$ cat config.mk
export PLATFORM = sky130hd
export DESIGN_NAME = mem_access_unit
export DESIGN_NICKNAME = d
export VERILOG_FILES = /design/src/rtl/mem_access_unit.sv
export SDC_FILE = /design/constraint.sdc
export NUM_CORES = 1
export LEC_CHECK = 0
export BUFFER_PORTS_ARGS = -buffer_cell sky130_fd_sc_hd__buf_4
export CORE_MARGIN = 1
export CORE_UTILIZATION = 53
export CTS_CLUSTER_DIAMETER = 100
export DETAILED_ROUTE_END_ITERATION = 6
export PLACE_DENSITY_LB_ADDON = 0.15
export SLEW_MARGIN = 0
export SYNTH_ARGS = -nofsm -noshare
export SYNTH_HDL_FRONTEND = slang
export SYNTH_SLANG_ARGS = --single-unit
$ cat constraint.sdc
create_clock -name clk -period 2.9 [get_ports clk]
set_clock_uncertainty 0.1 [all_clocks]
set_input_delay 0.725 -clock clk [delete_from_list [all_inputs] [get_ports clk]]
set_output_delay 0.725 -clock clk [all_outputs]
set_load 0.03 [all_outputs]
$ cat src/rtl/mem_access_unit.sv
// rtl/mem_access_unit.sv - load/store front end with RMW sub-doubleword stores
// Optional upper-address bounds check enabled by defining MEM_BOUNDS_CHECK_EN.
module mem_access_unit #(
  parameter int WORD_INDEX_BITS = 10
) (
  input  logic        clk,
  input  logic        rst_n,
  input  logic        req_valid,
  output logic        req_ready,
  input  logic        req_write,
  input  logic [1:0]  req_size,
  input  logic        req_signed,
  input  logic [63:0] req_addr,
  input  logic [63:0] req_wdata,
  output logic        resp_valid,
  output logic [63:0] resp_rdata,
  output logic        resp_err,
  output logic        mem_read,
  output logic        mem_write,
  output logic [63:0] mem_address,
  output logic [63:0] mem_wdata,
  input  logic [63:0] mem_rdata
);

  typedef enum logic [2:0] {IDLE, LD, RMW_RD, WR, DONE} state_t;

  state_t      state, state_d;
  logic [1:0]  size_q, size_d;
  logic        signed_q, signed_d;
  logic [2:0]  off_q, off_d;
  logic [63:0] wdata_q, wdata_d;
  logic        mem_read_d, mem_write_d;
  logic [63:0] mem_address_d, mem_wdata_d;
  logic        resp_valid_d, resp_err_d;
  logic [63:0] resp_rdata_d;
  logic        misaligned, out_of_range;

  function automatic logic [63:0] size_mask(input logic [1:0] sz);
    case (sz)
      2'b00:   size_mask = 64'h0000_0000_0000_00FF;
      2'b01:   size_mask = 64'h0000_0000_0000_FFFF;
      2'b10:   size_mask = 64'h0000_0000_FFFF_FFFF;
      default: size_mask = 64'hFFFF_FFFF_FFFF_FFFF;
    endcase
  endfunction

  function automatic logic [63:0] extract(input logic [63:0] word, input logic [1:0] sz,
                                          input logic sg, input logic [2:0] off);
    logic [63:0] sh;
    sh = (word >> {off, 3'b000}) & size_mask(sz);
    if (sg) begin
      case (sz)
        2'b00:   sh = {{56{sh[7]}}, sh[7:0]};
        2'b01:   sh = {{48{sh[15]}}, sh[15:0]};
        2'b10:   sh = {{32{sh[31]}}, sh[31:0]};
        default: sh = sh;
      endcase
    end
    extract = sh;
  endfunction

  // Replace only the addressed lane(s); every other byte of the old word survives.
  function automatic logic [63:0] merge(input logic [63:0] old, input logic [63:0] data,
                                        input logic [1:0] sz, input logic [2:0] off);
    logic [63:0] lane;
    lane  = size_mask(sz) << {off, 3'b000};
    merge = (old & ~lane) | ((data & size_mask(sz)) << {off, 3'b000});
  endfunction

  always_comb begin
    case (req_size)
      2'b01:   misaligned = req_addr[0];
      2'b10:   misaligned = |req_addr[1:0];
      2'b11:   misaligned = |req_addr[2:0];
      default: misaligned = 1'b0;
    endcase
  end

`ifdef MEM_BOUNDS_CHECK_EN
  assign out_of_range = |req_addr[63:WORD_INDEX_BITS+3];
`else
  logic unused_upper;
  assign unused_upper = |req_addr[63:WORD_INDEX_BITS+3];
  assign out_of_range = 1'b0;
`endif

  assign req_ready = (state == IDLE);

  always_comb begin
    state_d       = state;
    size_d        = size_q;
    signed_d      = signed_q;
    off_d         = off_q;
    wdata_d       = wdata_q;
    mem_read_d    = 1'b0;
    mem_write_d   = 1'b0;
    mem_address_d = mem_address;
    mem_wdata_d   = mem_wdata;
    resp_valid_d  = 1'b0;
    resp_err_d    = resp_err;
    resp_rdata_d  = resp_rdata;
    case (state)
      IDLE: begin
        if (req_valid) begin
          size_d   = req_size;
          signed_d = req_signed;
          off_d    = req_addr[2:0];
          wdata_d  = req_wdata;
          if (misaligned || out_of_range) begin
            state_d      = DONE;
            resp_valid_d = 1'b1;
            resp_err_d   = 1'b1;
            resp_rdata_d = 64'd0;
          end else begin
            mem_address_d = {3'b000, req_addr[63:3]};
            if (!req_write) begin
              state_d    = LD;
              mem_read_d = 1'b1;
            end else if (req_size == 2'b11) begin
              state_d     = WR;
              mem_write_d = 1'b1;
              mem_wdata_d = req_wdata;
            end else begin
              state_d    = RMW_RD;
              mem_read_d = 1'b1;
            end
          end
        end
      end
      LD: begin
        state_d      = DONE;
        resp_valid_d = 1'b1;
        resp_err_d   = 1'b0;
        resp_rdata_d = extract(mem_rdata, size_q, signed_q, off_q);
      end
      RMW_RD: begin
        state_d     = WR;
        mem_write_d = 1'b1;
        mem_wdata_d = merge(mem_rdata, wdata_q, size_q, off_q);
      end
      WR: begin
        state_d      = DONE;
        resp_valid_d = 1'b1;
        resp_err_d   = 1'b0;
        resp_rdata_d = 64'd0;
      end
      DONE:    state_d = IDLE;
      default: state_d = IDLE;
    endcase
  end

  // Async clear of mem_write drops an in-flight store write the instant reset falls.
  always_ff @(posedge clk or negedge rst_n) begin
    if (!rst_n) begin
      state       <= IDLE;
      size_q      <= 2'b00;
      signed_q    <= 1'b0;
      off_q       <= 3'd0;
      wdata_q     <= 64'd0;
      mem_read    <= 1'b0;
      mem_write   <= 1'b0;
      mem_address <= 64'd0;
      mem_wdata   <= 64'd0;
      resp_valid  <= 1'b0;
      resp_err    <= 1'b0;
      resp_rdata  <= 64'd0;
    end else begin
      state       <= state_d;
      size_q      <= size_d;
      signed_q    <= signed_d;
      off_q       <= off_d;
      wdata_q     <= wdata_d;
      mem_read    <= mem_read_d;
      mem_write   <= mem_write_d;
      mem_address <= mem_address_d;
      mem_wdata   <= mem_wdata_d;
      resp_valid  <= resp_valid_d;
      resp_err    <= resp_err_d;
      resp_rdata  <= resp_rdata_d;
    end
  end

endmodule

Word level (Yosys, flattened, before mapping):

Index checks and enable logic that the tools add are counted.

* register bits after elaboration: 266
* bits of input ports: 199
* logic and storage cells: 82

* equality and inequality tests: 13
* shift operators: 3
* mux-type cells: 35
* bitwise gates (word level): 6
* reductions and logical operators: 13

Operators by type and width (count)
* $mux W64: 9
* $pmux W64 S3: 3
* $and A64 B64 Y64: 3
* $pmux W64 S2: 1
* $shl A64 B6 Y64: 2
* $not A64 Y64: 1
* $or A64 B64 Y64: 1
* $shr A64 B6 Y64: 1
* $mux W1: 14
* $pmux W3 S3: 1
* $reduce_and A3 Y1: 3
* $eq A2 B2 Y1 const B: 3
* $eq A3 B2 Y1 const B: 2
* $mux W3: 2
* $ne A2 B1 Y1 const B: 3
* $pmux W1 S2: 3
* $reduce_and A5 Y1: 1
* $eq A2 B1 Y1 const B: 2
* $ne A2 B2 Y1 const B: 2
* $reduce_bool A2 Y1: 2
* $reduce_or A2 Y1: 2
* $eq A3 B1 Y1 const B: 1
* $logic_not A3 Y1: 1
* $pmux W1 S3: 1
* 6 further kinds: 6

Depth between registers and ports, before layout:

Gate-level depths: netlist (run 1).

* word-level depth: 8
* mapped depth: 9
* gate-level depth less buffers: 5

Worst setup path before layout (run 1):

Ideal clock, no wire load.

* kind: input-to-reg
* from: input port req_size[0]
* to: register mem_address[10]
* data arrival time: 2.011 ns
* path slack: 0.664 ns
* stages: 6
* path buffers: 2
* cell sequence: buf_2 -> a211oi_2 -> or2_2 -> nand2_1 -> buf_2 -> mux2_2

* cells in the longest elaborated chain, start to end: 4
* elaborated cells between the ends (all ways): 6
* those cells by class: eq/ne (3); mux (1); bitwise (1); reduce/logical (1)

RTL lines
* from (decl): RTL line 11 `input logic [1:0] req_size,`
* $eq A2 B2 Y1 or $eq A2 B1 Y1 (tied branches): RTL line 71 `case (req_size)`
* $pmux W1 S3 (*): RTL line 71
* $not A1 Y1 (no line) (*)
* $reduce_and A3 Y1 (no line) (*)
* to (signal assigned): RTL line 175 `mem_address <= mem_address_d;`
* to (decl): RTL line 20 `output logic [63:0] mem_address,`

Mark *: on every way between the ends. The rest lies on a longest branch, timed or not.
A chain may end at the register's enable or synchronous reset.

Final worst setup path (run 1):

* from: register off_q[0]
* to: register mem_wdata[32]

* cells in the longest elaborated chain, start to end: 5
* elaborated cells between the ends (all ways): 6
* those cells by class: shift (2); mux (1); bitwise (3)

RTL lines
* from (decl): RTL line 30 `logic [2:0] off_q, off_d;`
* from (signal assigned): RTL line 158 `off_q <= 3'd0;`
* from (signal assigned): RTL line 171 `off_q <= off_d;`
* $shl A64 B6 Y64: RTL line 66 `lane = size_mask(sz) << {off, 3'b000};`
* $not A64 Y64: RTL line 67 `merge = (old & ~lane) | ((data & size_mask(sz)) << {off, 3'b000});`
* $and A64 B64 Y64: RTL line 67
* $or A64 B64 Y64 (*): RTL line 67
* $pmux W64 S2 (*): RTL line 102 `case (state)`
* to (signal assigned): RTL line 176 `mem_wdata <= mem_wdata_d;`
* to (decl): RTL line 21 `output logic [63:0] mem_wdata,`

Marked as above.

==> results of run 1 <==
[stage by stage]
stage	hold slack [ns]	std cells	setup WS, ns
finish	0.0801	2158	0.231
global route	0.122	2157	0.160
global placement	0.364	2107	0.391
CTS	0.0987	2157	0.341
floorplan	0.329	1413	0.664
detailed placement	0.367	2107	0.297
[placed cells by master (no fill, tap or decap), drive strengths merged, types with 5 or more instances in the layout]
| cell type | Yosys | layout |
|---|---|---|
| o21a | 6 | 6 |
| mux2 | 148 | 148 |
| a32oi | 9 | 9 |
| nand2 | 193 | 193 |
| a32o | 7 | 7 |
| a21o | 10 | 10 |
| nor2 | 49 | 49 |
| a31oi | 29 | 29 |
| a221oi | 24 | 24 |
| nor2b | 17 | 17 |
| dfrtp | 266 | 266 |
| o22ai | 18 | 18 |
| a21oi | 102 | 102 |
| inv | 8 | 8 |
| or2 | 6 | 6 |
| buf | 74 | 481 |
| o221ai | 5 | 5 |
| mux2i | 66 | 66 |
| o2bb2ai | 6 | 6 |
| a22oi | 29 | 29 |
| o21ai | 98 | 98 |
| and3 | 11 | 11 |
| nor3 | 26 | 26 |
| mux4 | 13 | 13 |
| a211o | 8 | 8 |
| clkbuf | 54 | 39 |
| clkinv | 1 | 6 |
| a211oi | 15 | 15 |
| nand3 | 8 | 8 |
| a21boi | 8 | 8 |
| a2bb2oi | 12 | 12 |
| and2 | 5 | 5 |
| o211ai | 11 | 11 |
| o31ai | 31 | 31 |
[worst min-delay path by stage]
stage,slack (ns),end,depth (start not counted),from
2_1_floorplan,0.33,mem_address[0],0,rst_n
3_3_place_gp,0.36,mem_wdata[58],1,mem_wdata[58]
3_5_place_dp,0.37,mem_wdata[60],1,mem_wdata[60]
4_1_cts,0.1,wdata_q[15],1,rst_n
5_1_grt,0.12,wdata_q[15],1,rst_n
6_report,0.08,mem_wdata[47],1,rst_n
[power by group]
group	leakage [nW]	switching, mW	total [mW]	internal (mW)
registers	3.20	1.64	7.11	5.47
logic	5.06	8.95	14.7	5.75
clock network	0.494	1.52	3.89	2.37
[routing by layer]
metal	vias up	routed length, µm
li1	5997	-
met5	-	13
met2	909	26600
met1	6806	21800
met4	2	3260
met3	177	6340
[sequential cells by signal, indices dropped and copies added, names as in the netlist]
register,count
mem_address,61
mem_read,1
mem_wdata,64
mem_write,1
off_q,3
resp_err,1
resp_rdata,64
resp_valid,1
signed_q,1
size_q,2
state,3
wdata_q,64
[logic make-up (layout without fill, tap and decap cells)]
kind of cell | count (synthesis) | in the layout | share of synthesized area [%]
AOI/OAI and AO/OA | 450 | 450 | 21.3
other | 1 | 4 | 0.0259
DFF | 266 | 266 | 45.9
buffers and inverters | 137 | 540 | 4.65
and+or+nand+nor | 330 | 330 | 10.0
muxes | 227 | 227 | 18.1
[area by class of cell]
cell class	instances	share of cell area (%)
multi-input cells	1010	37.8
flip-flops and latches	266	34.9
repair buffers	481	19.7
clock buffers	39	4.41
well taps	341	2.23
clock inverters	11	0.838
inverters	9	0.177
diodes	1	0.0131
==> impl_metrics.env, run 1 <==
export IMPL_grt_pass1_wl_mm=86.5
export IMPL_die_width_um=167
export IMPL_critical_path_depth=6
export IMPL_end_kind="register"
export IMPL_final_setup_tns_ns=0
export IMPL_leakage_nw=8.76
export IMPL_numCtsBuffers=28
export IMPL_coreArea_mm2=0.0269
export IMPL_slew_headroom_pct=24.2
export IMPL_rrSetupSlack_ns=0.23
export IMPL_seq_area_mm2=0.00666
export IMPL_use_met1_pct=52.2
export IMPL_fp_dieH_um=167
export IMPL_worst_slew_pin_slew_ns=1.13
export IMPL_dieArea_mm2=0.0280
export IMPL_cp_startpoint="off_q[0]"
export IMPL_power_density_mw_per_mm2=1350
export IMPL_avgSynthCellArea_um2=10.3
export IMPL_synthCells=1411
export IMPL_reg2reg_depth=6
export IMPL_dp_hpwl_mm=43.8
export IMPL_finalInstanceArea_mm2=0.0191
export IMPL_synth_edf_count=0
export IMPL_cp_start_kind="register"
export IMPL_finalSetupViolCount=0
export IMPL_cap_violations=0
export IMPL_nFillCells=2040
export IMPL_yosys_top_cells_count="dfrtp_1, nand2_1, mux2_2"
export IMPL_rsz0062_at_grt="false"
export IMPL_yosysUniqueCellTypes=71
export IMPL_use_met3_pct=10.4
export IMPL_drc=0
export IMPL_cts_hold_buf=0
export IMPL_grt_busiest_layer="met2"
export IMPL_drt_wl_total_mm=58.1
export IMPL_clk_insertion_delay_late_ns=0.56
export IMPL_hold_class="input pin to asynchronous set/reset pin"
export IMPL_slowest_delay_ns=0.91
export IMPL_drtIter0Drc=1626
export IMPL_slowest_stage="nor2b_1"
export IMPL_io_buffers=392
export IMPL_synth_top_area_share_pct=45.9
export IMPL_ys_ff_latch=266
export IMPL_row_count=60
export IMPL_yosysTopAreaCell="dfrtp_1"
export IMPL_synth_most_common_cell="dfrtp_1"
export IMPL_cp_num_buf_inv=1
export IMPL_clock_fmax_ghz=0.375
export IMPL_ios=396
export IMPL_antenna_found_initial=2
export IMPL_placed_cell_area_mm2=0.0181
export IMPL_layout_nets=1995
export IMPL_globalRouteTotalUtil_pct=41.0
export IMPL_hold_viol_final=0
export IMPL_viasPerCell=6.44
export IMPL_path_cells="nor2b_1 > a22oi_1 > o21ai_0 > a222oi_1 > buf_4 > a21oi_1"
export IMPL_arrival_ns=3.04
export IMPL_route_vias_total=13891
export IMPL_htreeDepth=1
export IMPL_cp_max_fo=25
export IMPL_synthTopCellsByArea="dfrtp_1, mux2_2, nand2_1"
export IMPL_cts_root_buffer_cell="clkbuf_16"
export IMPL_critical_path_top_delay_family="simple AND/OR/NAND/NOR gates"
export IMPL_post_cts_resized=0
export IMPL_clk_pin_slew_worst_paths_ns=0.06
export IMPL_clk_path_buf_depth=3
export IMPL_area_delta_synth_final_pct=31.8
export IMPL_place_gp_congestion=1.01
export IMPL_reg2reg_to="mem_wdata[32]"
export IMPL_post_drt_wl_per_cell_um=26.9
export IMPL_min_period_ns=2.67
export IMPL_grt_max_degree=81
export IMPL_critPathRequiredTime_ns=3.28
export IMPL_synthesis_area_mm2=0.0145
export IMPL_outcome="finished, final reports clean"
export IMPL_final_core_util_pct=71.1
export IMPL_numClockSinks=266
export IMPL_cts_tree="done"
export IMPL_ys_seq_area_share_pct=45.9
export IMPL_globalRouteOverflowTotal=0
export IMPL_yosysWarnings=0
export IMPL_global_route_usage_met2_pct=64.3
export IMPL_period_share_pct=92.0
export IMPL_drive_above_1_share_pct=40.3
export IMPL_r2r_start="off_q[0]"
export IMPL_ys_async_sr_fraction_pct=100
export IMPL_endpoint="mem_wdata[32]"
export IMPL_initial_utilization_pct=54.0
export IMPL_multi_input_area_mm2=0.00722
export IMPL_postCtsSetupRepairBufs=0
export IMPL_ys_flop_type="dfrtp_1"
export IMPL_grt_pass1_vias=13930
export IMPL_peakVddDrop_mv=0.780
export IMPL_power_mw=25.7
export IMPL_ant_nets=0
export IMPL_first_pass_iters=6
export IMPL_slew_violations=0
export IMPL_crit_type="register to register"
Note: power is estimated with default switching activity, not from simulation.
==> run 2: changes to the inputs <==
--- a/config.mk
+++ b/config.mk
@@ -5,12 +5,12 @@
 export SDC_FILE = /design/constraint.sdc
 export NUM_CORES = 1
 export LEC_CHECK = 0
-export BUFFER_PORTS_ARGS = -buffer_cell sky130_fd_sc_hd__buf_4
+export BUFFER_PORTS_ARGS = -buffer_cell sky130_fd_sc_hd__buf_2
 export CORE_MARGIN = 1
 export CORE_UTILIZATION = 53
 export CTS_CLUSTER_DIAMETER = 100
 export DETAILED_ROUTE_END_ITERATION = 6
-export PLACE_DENSITY_LB_ADDON = 0.15
+export PLACE_DENSITY = 0.81
 export SLEW_MARGIN = 0
 export SYNTH_ARGS = -nofsm -noshare
 export SYNTH_HDL_FRONTEND = slang
==> run 2 against run 1 <==
  * Global-route usage down 0.49 points
  * The flow now finishes with violations (DRC)
  * Critical endpoint is now resp_rdata[20]
  * Combinational power down 5%
  * Flip-flop and latch count stayed put
  * Worst setup slack gained 0.065 ns
  * Highest routed layer is now met4
  * Die area stayed put
  * First-iteration DRC count rose by 23%
  * Wire length decreased by 0.99%
  * Utilization shrank 3.9 points
  * Count of clock-buffer cells in the layout is the same
  * Critical path type unchanged
  * Cell count decreased by 0.37%
==> impl_metrics.env, run 2 (synthesis gave the netlist of run 1 again) <==
export IMPL_grt_pass1_wl_mm=85.7
export IMPL_numClockSinks=266
export IMPL_cp_start_kind="register"
export IMPL_place_gp_congestion=1.05
export IMPL_slew_headroom_pct=32.3
export IMPL_route_vias_total=14153
export IMPL_post_drt_wl_per_cell_um=26.7
export IMPL_clk_insertion_delay_late_ns=0.56
export IMPL_hp_start="req_addr[38]"
export IMPL_htreeDepth=1
export IMPL_end_kind="register"
export IMPL_dieArea_mm2=0.0280
export IMPL_cts_hold_buf=1
export IMPL_ant_nets=0
export IMPL_layout_nets=1988
export IMPL_rsz0062_at_grt="false"
export IMPL_finalSetupViolCount=0
export IMPL_crit_type="register to register"
export IMPL_clk_path_buf_depth=3
export IMPL_row_count=60
export IMPL_drc=7
export IMPL_cp_startpoint="off_q[0]"
export IMPL_outcome="finished with violations"
export IMPL_first_pass_iters=7
export IMPL_dp_hpwl_mm=43.6
export IMPL_viasPerCell=6.58
export IMPL_clock_fmax_ghz=0.384
export IMPL_die_width_um=167
export IMPL_leakage_nw=8.43
export IMPL_area_delta_synth_final_pct=24.6
export IMPL_placed_cell_area_mm2=0.0171
export IMPL_globalRouteOverflowTotal=0
export IMPL_final_core_util_pct=67.2
export IMPL_clk_pin_slew_worst_paths_ns=0.06
export IMPL_power_frac_seq_pct=28.4
export IMPL_grt_max_degree=82
export IMPL_ios=396
export IMPL_initial_utilization_pct=54.0
export IMPL_drive_above_1_share_pct=39.9
export IMPL_fp_dieH_um=167
export IMPL_cts_tree="done"
export IMPL_postCtsSetupRepairBufs=0
export IMPL_cap_violations=0
export IMPL_cp_max_fo=39
export IMPL_io_buffers=392
export IMPL_grt_pass1_vias=13978
export IMPL_antenna_cells=0
export IMPL_swShare_pct=48.7
export IMPL_power_density_mw_per_mm2=1380
export IMPL_p_int_mw=12.8
export IMPL_worst_slew_pin_slew_ns=1.01
export IMPL_layout_common_cells="buf_2, dfrtp_1, nand2_1"
export IMPL_violations="DRC"
export IMPL_arrival_ns=2.88
export IMPL_period_share_pct=89.8
export IMPL_finalInstanceArea_mm2=0.0181
export IMPL_final_common_cell="buf_2"
export IMPL_critPathRequiredTime_ns=3.18
export IMPL_cts_root_buffer_cell="clkbuf_16"
export IMPL_reg_top3="mem_wdata x64, resp_rdata x64, wdata_q x64"
export IMPL_final_setup_tns_ns=0
export IMPL_slew_violations=0
export IMPL_p_switching_mw=12.1
export IMPL_drt_wl_total_mm=57.5
export IMPL_r2r_start="off_q[0]"
export IMPL_power_frac_comb_pct=56.2
export IMPL_globalRouteTotalUtil_pct=40.5
export IMPL_clockPowerShare_pct=15.5
export IMPL_drtIter0Drc=2001
export IMPL_coreArea_mm2=0.0269
export IMPL_hold_class="input pin to register"
export IMPL_hold_viol_final=0
export IMPL_post_cts_resized=0
export IMPL_peakVddDrop_mv=0.841
export IMPL_antenna_found_initial=1
export IMPL_power_mw=24.9
export IMPL_numCtsBuffers=28
export IMPL_min_period_ns=2.60
==> run 2: changes by cell type in the layout (fill, tap and decap cells not counted), sizes merged <==
cell         change
buf              -8
clkinv           -1
clkinvlp         +1
diode            -1
dlygate4sd3      +1
==> run 2: metrics by stage <==
step,hold slack [ns],instances,worst slack (ns)
after floorplan,0.329,1413,0.664
after global placement,0.356,2099,0.377
after detailed placement,0.361,2099,0.282
after CTS,0.292,2150,0.345
after global routing,0.299,2150,0.148
final,0.301,2150,0.296
==> run 2: per-layer routing <==
| metal | share of wire [%] | up-vias | GRT usage [%] |
|---|---|---|---|
| met1 | 37 | 6844 | 51.3 |
| met2 | 46 | 1091 | 64.9 |
| met4 | 6.5 | 0 | 22.3 |
| met5 | 0 | - | 0 |
| li1 | - | 5974 | - |
| met3 | 11 | 244 | 8.70 |
==> run 2: final cells by class <==
| class | count | area, µm² |
|---|---|---|
| Inverter | 9 | 33.8 |
| Multi-Input combinational cell | 1010 | 7220 |
| Clock buffer | 39 | 823 |
| Timing Repair Buffer | 474 | 2740 |
| Sequential cell | 266 | 6660 |
| Clock inverter | 11 | 163 |
| Tap cell | 341 | 427 |
| Fill cell | 2174 | 8810 |
==> run 2: critical path, cell delays in order, from the launching register on <==
cell	delay, ns
dfrtp_4	0.76
nor2b_1	0.30
a2bb2oi_1	0.22
nor2_1	0.06
o21ai_1	0.78
o21ai_0	0.20
==> run 2: final timing paths <==
path	depth (start not counted)	slack, ns	end
max	5	0.30	resp_rdata[20]
min	2	0.30	mem_address[35]
max reg2reg	5	0.30	resp_rdata[20]
min reg2reg	2	0.37	resp_rdata[4]
max in group asynchronous	3	1.37	mem_wdata[29]
min in group asynchronous	2	0.52	wdata_q[0]
==> run 2: power by group through the flow <==
| stage | logic, mW | registers [mW] | clock network [mW] |
|---|---|---|---|
| 4_1_cts | 13.7 | 7.00 | 3.87 |
| 6_report | 14.0 | 7.07 | 3.85 |
| 2_1_floorplan | 7.09 | 8.74 | 0 |
| 5_1_grt | 14.6 | 7.20 | 4.00 |
| 3_3_place_gp | 13.5 | 6.97 | 0 |
| 3_5_place_dp | 13.6 | 7.03 | 0 |
==> run 3: changes to the inputs <==
--- a/config.mk
+++ b/config.mk
@@ -7,10 +7,10 @@
 export LEC_CHECK = 0
 export BUFFER_PORTS_ARGS = -buffer_cell sky130_fd_sc_hd__buf_2
 export CORE_MARGIN = 1
-export CORE_UTILIZATION = 53
+export CORE_UTILIZATION = 45
 export CTS_CLUSTER_DIAMETER = 100
 export DETAILED_ROUTE_END_ITERATION = 6
-export PLACE_DENSITY = 0.81
+export PLACE_DENSITY = 0.7
 export SLEW_MARGIN = 0
 export SYNTH_ARGS = -nofsm -noshare
 export SYNTH_HDL_FRONTEND = slang
==> run 3 against run 2 <==
  * The run now ends clean
  * Design area rose by 1.1%
  * Combinational power barely moved
  * Utilization fell by 9.5 points
  * Critical path type unchanged
  * Largest power group unchanged
==> impl_metrics.env, run 3 (synthesis gave the netlist of run 1 again) <==
export IMPL_outcome="finished, final reports clean"
export IMPL_coreArea_mm2=0.0316
export IMPL_dieArea_mm2=0.0329
export IMPL_post_drt_wl_per_cell_um=26.3
export IMPL_slowest_delay_ns=0.92
export IMPL_p_switching_mw=12.1
export IMPL_worst_slew_pin_slew_ns=1.22
export IMPL_clk_path_buf_depth=3
export IMPL_place_gp_congestion=1.02
export IMPL_grt_pass1_vias=13573
export IMPL_critPathRequiredTime_ns=3.17
export IMPL_reg_top3="mem_wdata x64, resp_rdata x64, wdata_q x64"
export IMPL_rrSetupSlack_ns=0.30
export IMPL_numCtsBuffers=29
export IMPL_finalSetupViolCount=0
export IMPL_cap_violations=0
export IMPL_hold_class="input pin to asynchronous set/reset pin"
export IMPL_clock_fmax_ghz=0.384
export IMPL_end_kind="register"
export IMPL_row_count=65
export IMPL_initial_utilization_pct=45.8
export IMPL_period_share_pct=89.7
export IMPL_antenna_found_initial=4
export IMPL_fin_hold_ws_ns=0.0728
export IMPL_reg2reg_depth=5
export IMPL_power_density_mw_per_mm2=1360
export IMPL_cp_startpoint="off_q[2]"
export IMPL_postCtsSetupRepairBufs=0
export IMPL_hold_viol_final=0
export IMPL_route_vias_total=13823
export IMPL_leakage_nw=8.51
export IMPL_slowest_stage="o21ai_1"
export IMPL_cts_tree="done"
export IMPL_r2r_start="off_q[2]"
export IMPL_globalRouteOverflowTotal=0
export IMPL_fp_dieH_um=182
export IMPL_path_cells="inv_1 > nand2_1 > nor2_1 > o21ai_1 > o21ai_0"
export IMPL_cts_root_buffer_cell="clkbuf_16"
export IMPL_die_width_um=182
export IMPL_grt_pass1_wl_mm=86.9
export IMPL_post_cts_resized=0
export IMPL_viasPerCell=6.18
export IMPL_layout_nets=2009
export IMPL_final_core_util_pct=57.7
export IMPL_grt_max_degree=84
export IMPL_reg2reg_to="resp_rdata[17]"
export IMPL_stdcell_count=2237
export IMPL_globalRouteTotalUtil_pct=35.3
export IMPL_final_setup_tns_ns=0
export IMPL_rsz0062_at_grt="false"
export IMPL_crit_type="register to register"
export IMPL_clk_insertion_delay_late_ns=0.57
export IMPL_ios=396
export IMPL_clk_pin_slew_worst_paths_ns=0.07
export IMPL_ant_nets=0
export IMPL_nFillCells=2758
export IMPL_power_frac_seq_pct=28.7
export IMPL_drtIter0Drc=1600
export IMPL_numClockSinks=266
export IMPL_layout_common_cells="buf_2, dfrtp_1, nand2_1"
export IMPL_io_buffers=392
export IMPL_slew_headroom_pct=18.2
export IMPL_first_pass_iters=7
export IMPL_min_period_ns=2.60
export IMPL_peakVddDrop_mv=0.762
export IMPL_power_frac_comb_pct=56.1
export IMPL_drt_wl_total_mm=58.7
export IMPL_area_delta_synth_final_pct=26.0
export IMPL_cp_max_fo=30
export IMPL_cts_hold_buf=0
export IMPL_dp_hpwl_mm=45.1
export IMPL_drc=0
export IMPL_htreeDepth=1
export IMPL_swShare_pct=48.7
export IMPL_drive_above_1_share_pct=40.8
export IMPL_clockPowerShare_pct=15.2
export IMPL_power_mw=24.8
export IMPL_final_common_cell="buf_2"
export IMPL_p_int_mw=12.7
export IMPL_slew_violations=0
export IMPL_dp_cells=2181
export IMPL_cp_start_kind="register"
export IMPL_arrival_ns=2.87
-- run 3: per-layer routing --
metal	up-vias	share of wire, %	global-route usage (%)
met5	-	0	0
met4	0	5.1	16.4
met3	128	9.8	7.12
met2	808	45	55.3
met1	6859	40	47.2
li1	6028	-	-
-- run 3: critical path: cells and delay by family (launching register included) --
kind,cells,cell delay (ns)
compound gates,2,1.12
buf+inv,1,0.19
flops,1,0.78
simple gates,2,0.22
-- run 3: per-stage QoR --
stage / setup WS [ns] / cell area (µm²)
after global placement: 0.330 / 17300
after global routing: 0.124 / 18300
after detailed placement: 0.198 / 17300
final: 0.299 / 18300
after floorplan: 0.664 / 14500
after CTS: 0.340 / 18300
-- run 3: area by class of cell --
cell class	count	area, µm²	share of cell area (%)
diodes	3	7.51	0.0411
clock buffers	35	788	4.32
clock inverters	18	186	1.02
inverters	9	33.8	0.185
multi-input cells	1010	7220	39.5
flip-flops and latches	266	6660	36.5
well taps	402	503	2.75
repair buffers	494	2860	15.7
-- run 3: worst max-delay path by stage --
stage                      end  slack (ns)  depth (start not counted)
4_1_cts         resp_rdata[17]        0.34                          5
2_1_floorplan  mem_address[10]        0.66                          6
6_report        resp_rdata[17]        0.30                          5
3_5_place_dp    resp_rdata[17]        0.20                          6
3_3_place_gp    resp_rdata[23]        0.33                          6
5_1_grt         resp_rdata[23]        0.12                          5
-- run 3: power by group through the flow --
stage | sequential [mW] | combinational, mW | clock, mW
after detailed placement | 7.08 | 13.7 | 0
after global placement | 7.02 | 13.6 | 0
after CTS | 7.05 | 13.8 | 3.83
final | 7.11 | 13.9 | 3.77
after global routing | 7.27 | 14.7 | 3.99
after floorplan | 8.74 | 7.09 | 0
